$ cat config.mk
export PLATFORM = sky130hd
export DESIGN_NAME = dig_inp_scan_ctrl
export DESIGN_NICKNAME = d
export VERILOG_FILES = /design/src/rtl/dig_inp_pkg.sv /design/src/rtl/dig_inp_evt_fifo.sv /design/src/rtl/dig_inp_scan_ctrl.sv
export SDC_FILE = /design/constraint.sdc
export NUM_CORES = 1
export LEC_CHECK = 0
export ABC_AREA = 1
export CAP_MARGIN = 20
export CORE_UTILIZATION = 60
export CTS_CLUSTER_DIAMETER = 60
export DETAILED_ROUTE_END_ITERATION = 16
export HOLD_SLACK_MARGIN = 0.05
export PLACE_DENSITY = 0.86
export SLEW_MARGIN = 20
export SYNTH_ARGS = -nofsm -noshare
export SYNTH_HDL_FRONTEND = slang
export SYNTH_SLANG_ARGS = --single-unit
$ cat constraint.sdc
create_clock -name clk_i -period 3.13 [get_ports clk_i]
set_clock_uncertainty 0.15 [all_clocks]
set_input_delay 0.4695 -clock clk_i [delete_from_list [all_inputs] [get_ports clk_i]]
set_output_delay 0.4695 -clock clk_i [all_outputs]
set_load 0.005 [all_outputs]
$ cat src/rtl/dig_inp_pkg.sv
// Shared types and constants for the scanned digital-input debounce controller.
package dig_inp_pkg;

  localparam int EVT_FIFO_DEPTH     = 4;
  localparam int DEFAULT_FILTER_VAL = 25;
  // Wide enough for the largest supported bank (32 channels)
  localparam int EVT_CH_W           = 5;

  typedef struct packed {
    logic [EVT_CH_W-1:0] ch;
    logic                level;
  } evt_t;

endpackage

$ cat src/rtl/dig_inp_evt_fifo.sv
// Event buffer with valid/ready output, drop-on-full and sticky overflow flag.
// DEPTH=1 degenerates to a single holding register with the same rules.
module dig_inp_evt_fifo
  import dig_inp_pkg::*;
#(
  parameter int DEPTH = 1
) (
  input  logic clk_i,
  input  logic rst_n_i,
  input  logic push_i,
  input  evt_t push_evt_i,
  input  logic ready_i,
  input  logic ovf_clr_i,
  output logic valid_o,
  output evt_t evt_o,
  output logic ovf_o
);

  localparam int PTR_W = (DEPTH > 1) ? $clog2(DEPTH) : 1;
  localparam int CNT_W = $clog2(DEPTH + 1);

  evt_t             mem_q [DEPTH];
  logic [PTR_W-1:0] wr_q, rd_q;
  logic [CNT_W-1:0] cnt_q;
  logic             ovf_q;
  logic             pop, full, push_ok, drop;

  function automatic logic [PTR_W-1:0] ptr_nxt(input logic [PTR_W-1:0] p);
    return (p == PTR_W'(DEPTH - 1)) ? '0 : p + PTR_W'(1);
  endfunction

  assign pop     = ready_i && (cnt_q != '0);
  assign full    = (cnt_q == CNT_W'(DEPTH));
  // A pop in the same cycle frees the slot, so a full buffer still accepts
  assign push_ok = push_i && (!full || pop);
  assign drop    = push_i && full && !pop;

  always_ff @(posedge clk_i) begin
    if (!rst_n_i) begin
      for (int i = 0; i < DEPTH; i++) mem_q[i] <= '0;
      wr_q  <= '0;
      rd_q  <= '0;
      cnt_q <= '0;
      ovf_q <= 1'b0;
    end else begin
      if (push_ok) begin
        mem_q[wr_q] <= push_evt_i;
        wr_q        <= ptr_nxt(wr_q);
      end
      if (pop) rd_q <= ptr_nxt(rd_q);
      if (push_ok && !pop)      cnt_q <= cnt_q + CNT_W'(1);
      else if (!push_ok && pop) cnt_q <= cnt_q - CNT_W'(1);
      if (drop)           ovf_q <= 1'b1;
      else if (ovf_clr_i) ovf_q <= 1'b0;
    end
  end

  assign valid_o = (cnt_q != '0);
  assign evt_o   = mem_q[rd_q];
  assign ovf_o   = ovf_q;

endmodule

$ cat src/rtl/dig_inp_scan_ctrl.sv
// Round-robin debounce of CHANNELS inputs through one shared counter/compare path.
// Define DIG_INP_SCAN_EVT_FIFO_EN for a 4-deep event FIFO; otherwise depth 1.
module dig_inp_scan_ctrl
  import dig_inp_pkg::*;
#(
  parameter int CHANNELS       = 8,
  parameter int CTR_W          = 5,
  parameter int DEFAULT_FILTER = DEFAULT_FILTER_VAL,
  parameter int PRESCALE       = 16,
  localparam int AW            = $clog2(CHANNELS)
) (
  input  logic                clk_i,
  input  logic                rst_n_i,
  input  logic [CHANNELS-1:0] in_i,
  input  logic                cfg_we_i,
  input  logic [AW-1:0]       cfg_addr_i,
  input  logic [CTR_W-1:0]    cfg_data_i,
  input  logic                ovf_clr_i,
  output logic [CHANNELS-1:0] out_o,
  output logic                evt_valid_o,
  input  logic                evt_ready_i,
  output logic [AW-1:0]       evt_ch_o,
  output logic                evt_level_o,
  output logic                evt_ovf_o
);

  localparam int PRE_W = (PRESCALE > 1) ? $clog2(PRESCALE) : 1;
  localparam int AW1   = AW + 1;
`ifdef DIG_INP_SCAN_EVT_FIFO_EN
  localparam int EVT_DEPTH = EVT_FIFO_DEPTH;
`else
  localparam int EVT_DEPTH = 1;
`endif

  logic [CHANNELS-1:0] sync1_q, sync2_q, out_q, out_d;
  logic [PRE_W-1:0]    pre_q;
  logic [AW-1:0]       ptr_q;
  logic [CTR_W-1:0]    ctr_q [CHANNELS];
  logic [CTR_W-1:0]    ctr_d [CHANNELS];
  logic [CTR_W-1:0]    thr_q [CHANNELS];
  logic [CTR_W-1:0]    thr_d [CHANNELS];
  logic [CTR_W-1:0]    cur_ctr, cur_thr, ctr_inc;
  logic                visit, cfg_hit;
  logic                ev_push_q, ev_push_d;
  evt_t                ev_q, ev_d, ev_out;
  logic                unused_ch_hi;

  always_comb begin
    visit     = (pre_q == PRE_W'(PRESCALE - 1));
    cfg_hit   = cfg_we_i && ({1'b0, cfg_addr_i} < AW1'(CHANNELS));
    cur_ctr   = ctr_q[ptr_q];
    cur_thr   = thr_q[ptr_q];
    ctr_inc   = cur_ctr + CTR_W'(1);
    ctr_d     = ctr_q;
    thr_d     = thr_q;
    out_d     = out_q;
    ev_push_d = 1'b0;
    ev_d      = '0;
    // A config write to the channel being visited takes priority over the visit
    if (visit && !(cfg_hit && cfg_addr_i == ptr_q) && cur_thr != '0) begin
      if (sync2_q[ptr_q] == out_q[ptr_q]) begin
        ctr_d[ptr_q] = '0;
      end else if (ctr_inc == cur_thr) begin
        out_d[ptr_q] = sync2_q[ptr_q];
        ctr_d[ptr_q] = '0;
        ev_push_d    = 1'b1;
        ev_d.ch      = EVT_CH_W'(ptr_q);
        ev_d.level   = sync2_q[ptr_q];
      end else begin
        ctr_d[ptr_q] = ctr_inc;
      end
    end
    if (cfg_hit) begin
      thr_d[cfg_addr_i] = cfg_data_i;
      ctr_d[cfg_addr_i] = '0;
    end
  end

  always_ff @(posedge clk_i) begin
    if (!rst_n_i) begin
      sync1_q   <= '0;
      sync2_q   <= '0;
      pre_q     <= '0;
      ptr_q     <= '0;
      out_q     <= '0;
      for (int i = 0; i < CHANNELS; i++) begin
        ctr_q[i] <= '0;
        thr_q[i] <= CTR_W'(DEFAULT_FILTER);
      end
      ev_push_q <= 1'b0;
      ev_q      <= '0;
    end else begin
      sync1_q   <= in_i;
      sync2_q   <= sync1_q;
      pre_q     <= visit ? '0 : pre_q + PRE_W'(1);
      if (visit) ptr_q <= (ptr_q == AW'(CHANNELS - 1)) ? '0 : ptr_q + AW'(1);
      out_q     <= out_d;
      ctr_q     <= ctr_d;
      thr_q     <= thr_d;
      // Staging register: the event reaches the buffer one clock after OUT moves
      ev_push_q <= ev_push_d;
      ev_q      <= ev_d;
    end
  end

  dig_inp_evt_fifo #(.DEPTH(EVT_DEPTH)) u_evt_fifo (
    .clk_i      (clk_i),
    .rst_n_i    (rst_n_i),
    .push_i     (ev_push_q),
    .push_evt_i (ev_q),
    .ready_i    (evt_ready_i),
    .ovf_clr_i  (ovf_clr_i),
    .valid_o    (evt_valid_o),
    .evt_o      (ev_out),
    .ovf_o      (evt_ovf_o)
  );

  assign out_o        = out_q;
  assign evt_ch_o     = ev_out.ch[AW-1:0];
  assign evt_level_o  = ev_out.level;
  assign unused_ch_hi = ^ev_out.ch;

endmodule

==> impl_metrics.py, run 1 <==
metrics = {
    "yosys": {
        "synthesis.instances": 956,
        "ys_ff_latch": 122,
        "synth_nets": 981,
        "syn_area_sq_mm": 0.00615,
        "ys_seq_area_share_pct": 40.4,
        "synth_common_cells": "405 x nand2_1, 118 x dfxtp_1, 111 x nor2_1",
        "syn_area_per_cell_sq_um": 6.43,
        "netlist.area_leader.share_pct": 38.4,
        "ys_async_sr_fraction_pct": 0,
        "yosysMostFrequentCell": "nand2_1",
        "synth_edf_count": 4,
        "yosysUniqueCellTypes": 30,
        "synthAdderAreaFrac_pct": 0.814,
        "synth_compound_area_share_pct": 7.10,
        "synth_ff_type": "dfxtp_1",
        "yosysTopAreaCell": "dfxtp_1",
        "synth_area_leaders": "dfxtp_1 38%, nand2_1 25%, nor2_1 6.8%, inv_1 6.0%, a21oi_1 3.9%",
        "synthSimpleGateAreaFrac_pct": 41.6,
        "ys_warn_count": 0,
        "muxShareOfSynthArea_pct": 0,
        "synth_top_family_by_area": "simple AND/OR/NAND/NOR gates",
        "synthXorXnorAreaFrac_pct": 0.285,
    },
    "worst_setup_path": {
        "crit_path_end": "ctr_q[19]",
        "r2r_start": "ptr_q[2]",
        "worstPathArrival_ns": 3.16,
        "required_ns": 3.42,
        "path_common_cell": "nand2_1",
        "critPathTopFamily": "simple AND/OR/NAND/NOR gates",
        "cp_max_fo": 18,
        "start_kind": "flop",
        "crit_buf_inv": 3,
        "crit_path_top_delay_cell": "dfxtp_2",
        "r2r_slack_ns": 0.27,
        "cp-end-kind": "flop",
        "crit_start": "ptr_q[2]",
        "path_class": "flop to flop",
        "reg2reg_to": "ctr_q[19]",
        "crit_cells": 17,
        "r2r_cells": 17,
        "path_cells": "nand2_1, inv_1, nand3_1, nand2_1, nor2_1, inv_1, ha_1, inv_1, nor2_4, nand3_1, nand3_1, nand2_1, nand2_2, nor2_8, nor2_8, nand2_1, a21oi_1",
        "cpPeakStageDelay_ns": 0.45,
    },
    "finish": {
        "fin_nets": 1020,
        "drive_above_1_share_pct": 9.14,
        "antennaDiodeCount": 0,
        "synthToLayoutAreaGrowth_pct": 17.7,
        "layoutNonFillerInstCount": 1140,
    },
    "cts": {
        "clock_latency_ns": 0.52,
        "clockBufferDepth": 2,
        "cts_sinks": 122,
        "cts_buffers": 17,
        "cts-htree-levels": 4,
        "cts_tree": "yes",
        "postCtsHoldBufs": 0,
        "clkTransAtPathRegs_ns": 0.06,
        "cts_root_buf": "clkbuf_8",
    },
    "floorplanning": {
        "io_pins": 35,
        "num_rows": 36,
        "die_h_um": 103,
        "die-area_sq_mm": 0.0107,
        "start_util_pct": 62.3,
        "core_sq_mm": 0.00986,
        "fp.dieW_um": 103,
    },
    "outcome": {
        "status": "finished, final reports clean",
    },
    "sta": {
        "worst_pin_slew_ns": 0.460,
        "setup_viol": 0,
        "post-route-min-period_ns": 2.86,
        "slew_viol_final": 0,
        "relSlewSlack_pct": 69.3,
        "layout_setup_ws_ns": 0.265,
        "finalHoldViolCount": 0,
        "period_share_pct": 91.5,
        "fmax_mhz": 349,
    },
    "placed_design": {
        "routabilityCongestion": 0.926,
        "dp.cells": 1106,
        "pre_cts_ws_ns": 0.139,
        "dp_hpwl_um": 10600,
        "io_buffers": 34,
    },
    "route": {
        "wire_per_inst_um": 14.6,
        "viasPerCell": 5.50,
        "drt-initial-drc-count": 622,
        "wirelength_um": 16700,
        "via_count": 6271,
        "drc": 0,
        "drt-pass1-iter-count": 5,
        "ant_nets": 0,
    },
    "pwr": {
        "intPower_uw": 2900,
        "p_clk_share_pct": 52.5,
        "comb_power_share_pct": 4.6,
        "power_frac_seq_pct": 42.9,
        "netSwitchingFraction_pct": 22.8,
        "p_switching_uw": 856,
        "ir_worst_vdd_mv": 0.381,
        "cellPowerDensity_mw_per_mm2": 518,
        "leakagePower_uw": 0.00338,
    },
    "grt": {
        "grt_max_degree": 45,
        "overflow": 0,
        "grt_pass1_vias": 5632,
        "grt_pass1_wl_um": 26000,
        "track_usage_pct": 32.0,
        "antenna_found_initial": 0,
    },
    "min_path": {
        "hold_class": "input pin to flop",
    },
    "job": {
        "maxCapViolations": 0,
    },
}
## worst reg2reg max path: stages, from the launching register on
cell and delay (ns):
dfxtp_2 0.45, nand2_1 0.19, inv_1 0.16, nand3_1 0.10, nand2_1 0.08, nor2_1 0.06
inv_1 0.06, ha_1 0.19, inv_1 0.10, nor2_4 0.13, nand3_1 0.14, nand3_1 0.11
nand2_1 0.07, nand2_2 0.14, nor2_8 0.09, nor2_8 0.28, nand2_1 0.12, a21oi_1 0.16
## state kept, by name, summed over array words and instances (netlist names)
name	cells
sync1_q	8
pre_q	4
out_o	8
ev_push_q	1
u_evt_fifo.mem_q	4
u_evt_fifo.ovf_o	1
ev_q	4
ctr_q	40
sync2_q	8
ptr_q	3
u_evt_fifo.valid_o	1
thr_q	40
## metal layers
layer	GRT usage [%]	up-vias	wire (um)
li1	-	3028	-
met1	39.0	2802	6550
met4	15.1	0	706
met2	53.2	358	7820
met3	7.86	83	1580
met5	0	-	0
## repair_timing
action,in CTS,in global routing
gates resized for setup,0,8
setup endpoints to repair,0,39
setup buffers,0,1
## cell type report
cell class / instances / area (sq um)
Multi-Input combinational cell: 700 / 3090
Clock inverter: 13 / 169
Fill cell: 743 / 2620
Clock buffer: 18 / 428
Timing Repair Buffer: 53 / 519
Inverter: 101 / 384
Tap cell: 133 / 166
Sequential cell: 122 / 2490
## layout by cell type (no fill, tap or decap), drive strengths merged, types with 3 or more instances in the layout
| cell | count |
|---|---|
| a21oi | 48 |
| inv | 103 |
| nor2 | 125 |
| o21ai | 32 |
| buf | 20 |
| nand4 | 17 |
| dfxtp | 118 |
| edfxtp | 4 |
| nand3 | 49 |
| nand2 | 418 |
| clkbuf | 18 |
| bufinv | 3 |
| clkdlybuf4s50 | 33 |
| clkinv | 7 |
| ha | 4 |
## stage by stage
stage          area, sq um  total power [uW]  hold WS (ns)  util [%]   TNS, ns
2_1_floorplan         6150              1740         0.240         -         0
3_3_place_gp          6580              1810         0.242      66.7         0
3_5_place_dp          6580              1810         0.248      66.7         0
4_1_cts               7170              3750         0.228      72.7         0
5_1_grt               7240              3850         0.266      73.4  -0.00738
6_report              7240              3750         0.237      73.4         0
## kinds of logic after synthesis
family | after synthesis
AND/OR/NAND/NOR | 609
buffers and inverters | 136
flip-flops | 122
AO/OA/AOI/OAI | 83
adder cells (fa/ha/maj) | 4
XOR/XNOR | 2
## worst min-delay path by stage
stage,from,end,slack (ns),cells past startpoint
after floorplan,sync1_q[0],sync2_q[0],0.24,2
after global placement,sync1_q[0],sync2_q[0],0.24,2
after detailed placement,sync1_q[0],sync2_q[0],0.25,2
final,rst_n_i,sync1_q[6],0.24,3
after global routing,rst_n_i,sync1_q[0],0.27,3
after CTS,rst_n_i,sync1_q[6],0.23,3
## power groups by stage
stage | sequential (uW) | combinational, uW | clock, uW
floorplan | 1640 | 104 | 0
detailed placement | 1640 | 168 | 0
global placement | 1640 | 165 | 0
global route | 1610 | 195 | 2040
CTS | 1610 | 171 | 1970
finish | 1610 | 174 | 1970
No activity file was read; power rests on OpenSTA's default activity.
==> run 2, diff against run 1 <==
--- a/config.mk
+++ b/config.mk
@@ -12,6 +12,7 @@
 export DETAILED_ROUTE_END_ITERATION = 16
 export HOLD_SLACK_MARGIN = 0.05
 export PLACE_DENSITY = 0.86
+export SETUP_SLACK_MARGIN = 0.3
 export SLEW_MARGIN = 20
 export SYNTH_ARGS = -nofsm -noshare
 export SYNTH_HDL_FRONTEND = slang
==> run 2 against run 1 <==
Net effect: worst hold slack worse by 0.0016 ns; critical endpoint is now ctr_q[10]; routed wire length grew 17%; setup slack gained 0.0022 ns.
==> impl_metrics.py, run 2 (synthesis gave the netlist of run 1 again) <==
metrics = {
    "worst_setup_path": {
        "cp-end-kind": "flop",
        "required_ns": 3.41,
        "path_class": "flop to flop",
        "start_kind": "flop",
        "r2r_cells": 20,
        "cp_max_fo": 8,
        "reg2reg_to": "ctr_q[10]",
        "worstPathArrival_ns": 3.14,
        "r2r_slack_ns": 0.27,
        "r2r_start": "ptr_q[0]",
    },
    "job": {
        "maxCapViolations": 0,
    },
    "finish": {
        "multi_input_area_sq_mm": 0.00316,
        "reg_top3": "ctr_q: 40 flops, thr_q: 40 flops",
        "fillCellCount": 659,
        "fin_nets": 1044,
        "synthToLayoutAreaGrowth_pct": 23.4,
        "regArea_sq_mm": 0.00249,
        "antennaDiodeCount": 0,
        "fin_util_pct": 76.9,
        "layout_common_cells": "399 x nand2_1, 115 x dfxtp_1, 110 x nor2_1, 94 x inv_1, 47 x a21oi_1",
        "final_common_cell": "nand2_1",
        "drive_above_1_share_pct": 12.9,
    },
    "pwr": {
        "comb_power_share_pct": 4.8,
        "fin_total_pwr_uw": 3770,
        "ir_worst_vdd_mv": 0.379,
        "intPower_uw": 2900,
        "p_switching_uw": 878,
        "leakagePower_uw": 0.00353,
        "cellPowerDensity_mw_per_mm2": 498,
        "netSwitchingFraction_pct": 23.3,
        "p_clk_share_pct": 52.6,
        "power_frac_seq_pct": 42.6,
    },
    "sta": {
        "setup_viol": 0,
        "relSlewSlack_pct": 68.4,
        "whs_ns": 0.235,
        "fin_tns_setup_ns": 0,
        "fmax_mhz": 349,
        "finalHoldViolCount": 0,
        "slew_viol_final": 0,
        "layout_setup_ws_ns": 0.268,
        "rsz0062_at_grt": "false",
        "period_share_pct": 91.5,
        "post-route-min-period_ns": 2.86,
        "worst_pin_slew_ns": 0.475,
    },
    "route": {
        "via_count": 6763,
        "drt-initial-drc-count": 960,
        "ant_nets": 0,
        "drt-pass1-iter-count": 9,
        "drc": 0,
        "wirelength_um": 19500,
        "viasPerCell": 5.81,
        "wire_per_inst_um": 16.8,
    },
    "floorplanning": {
        "core_sq_mm": 0.00986,
        "io_pins": 35,
        "die-area_sq_mm": 0.0107,
        "fp.dieW_um": 103,
        "num_rows": 36,
        "start_util_pct": 62.3,
        "die_h_um": 103,
    },
    "cts": {
        "cts_tree": "yes",
        "cts_root_buf": "clkbuf_8",
        "clockBufferDepth": 2,
        "clkTransAtPathRegs_ns": 0.06,
        "cts_buffers": 17,
        "postCtsHoldBufs": 0,
        "cts-htree-levels": 4,
        "clock_latency_ns": 0.53,
        "cts_sinks": 122,
    },
    "min_path": {
        "hold_class": "input pin to flop",
        "min_path_cells": 3,
        "worstHoldStart": "rst_n_i",
        "hold_end": "sync1_q[6]",
    },
    "placed_design": {
        "dp_hpwl_um": 10600,
        "pre_cts_ws_ns": 0.139,
        "routabilityCongestion": 0.926,
        "io_buffers": 34,
    },
    "grt": {
        "grt_pass1_vias": 5813,
        "track_usage_pct": 33.7,
        "grt_max_degree": 45,
        "overflow": 0,
        "antenna_found_initial": 0,
        "grt_pass1_wl_um": 27300,
    },
    "outcome": {
        "status": "finished, final reports clean",
    },
}
-- run 2: cell types whose count changed in the layout (fill, tap and decap cells not counted), moves of 3 or more --
cell	previous run	this run
nand2_1	405	399
nand2_2	9	14
nor2_4	5	8
inv_2	2	6
nand3_1	44	40
buf_4	15	33
inv_1	98	94
clkbuf_16	16	19
nand3_2	5	9
-- run 2: metal layers --
metal	part of all wire (%)	vias to the layer above	global-route usage, %
met5	0	-	0
met4	6.2	0	17.2
met3	11	151	9.27
met2	46	531	55.3
met1	36	3010	40.6
li1	-	3071	-
-- run 2: power groups by stage --
stage / registers (uW) / logic [uW] / clock network, uW
2_1_floorplan: 1640 / 104 / 0
3_3_place_gp: 1640 / 165 / 0
3_5_place_dp: 1640 / 168 / 0
4_1_cts: 1610 / 172 / 1970
5_1_grt: 1610 / 198 / 2060
6_report: 1610 / 180 / 1990
-- run 2: critical path, stage by stage, from the launching register on --
cell     delay [ns]
dfxtp_4        0.45
buf_12         0.15
nand2_1        0.05
nand2_1        0.10
nand2_1        0.08
nand2_2        0.09
nand2_2        0.07
nand2_2        0.11
ha_4           0.16
inv_2          0.05
nor2_4         0.13
nand3_2        0.13
nand3_2        0.11
nand2_2        0.06
nand2_2        0.12
nor2_8         0.06
buf_12         0.13
nor2_4         0.10
buf_4          0.18
nand2_1        0.08
a21oi_1        0.19
-- run 2: worst max-delay path by stage --
stage	to	cells past startpoint	from	slack [ns]
finish	ctr_q[10]	20	ptr_q[0]	0.27
global route	ctr_q[10]	20	ptr_q[0]	0.16
CTS	ctr_q[24]	19	ptr_q[0]	0.31
detailed placement	ctr_q[5]	17	ptr_q[2]	0.14
global placement	ctr_q[21]	17	ptr_q[2]	0.25
floorplan	out_o[0]	22	ptr_q[0]	0.44
-- run 2: what timing repair did --
item,4_1_cts,5_1_grt
buffers inserted,8,13
setup endpoints to repair,38,53
gates resized for setup,8,30
cloned,2,4
pin swaps,4,13
-- run 2: cell type report --
type / instances / share of cell area (%)
Clock inverter: 13 / 2.23
Timing Repair Buffer: 76 / 10.1
Inverter: 101 / 5.16
Multi-Input combinational cell: 700 / 41.6
Timing Repair inverter: 1 / 0.115
Tap cell: 133 / 2.19
Sequential cell: 122 / 32.9
Clock buffer: 18 / 5.64
-- run 2: through the flow --
| step | cells | cell area, sq um |
|---|---|---|
| after floorplan | 956 | 6150 |
| after global placement | 1106 | 6580 |
| after detailed placement | 1106 | 6580 |
| after CTS | 1147 | 7310 |
| after global routing | 1164 | 7590 |
| final | 1164 | 7590 |
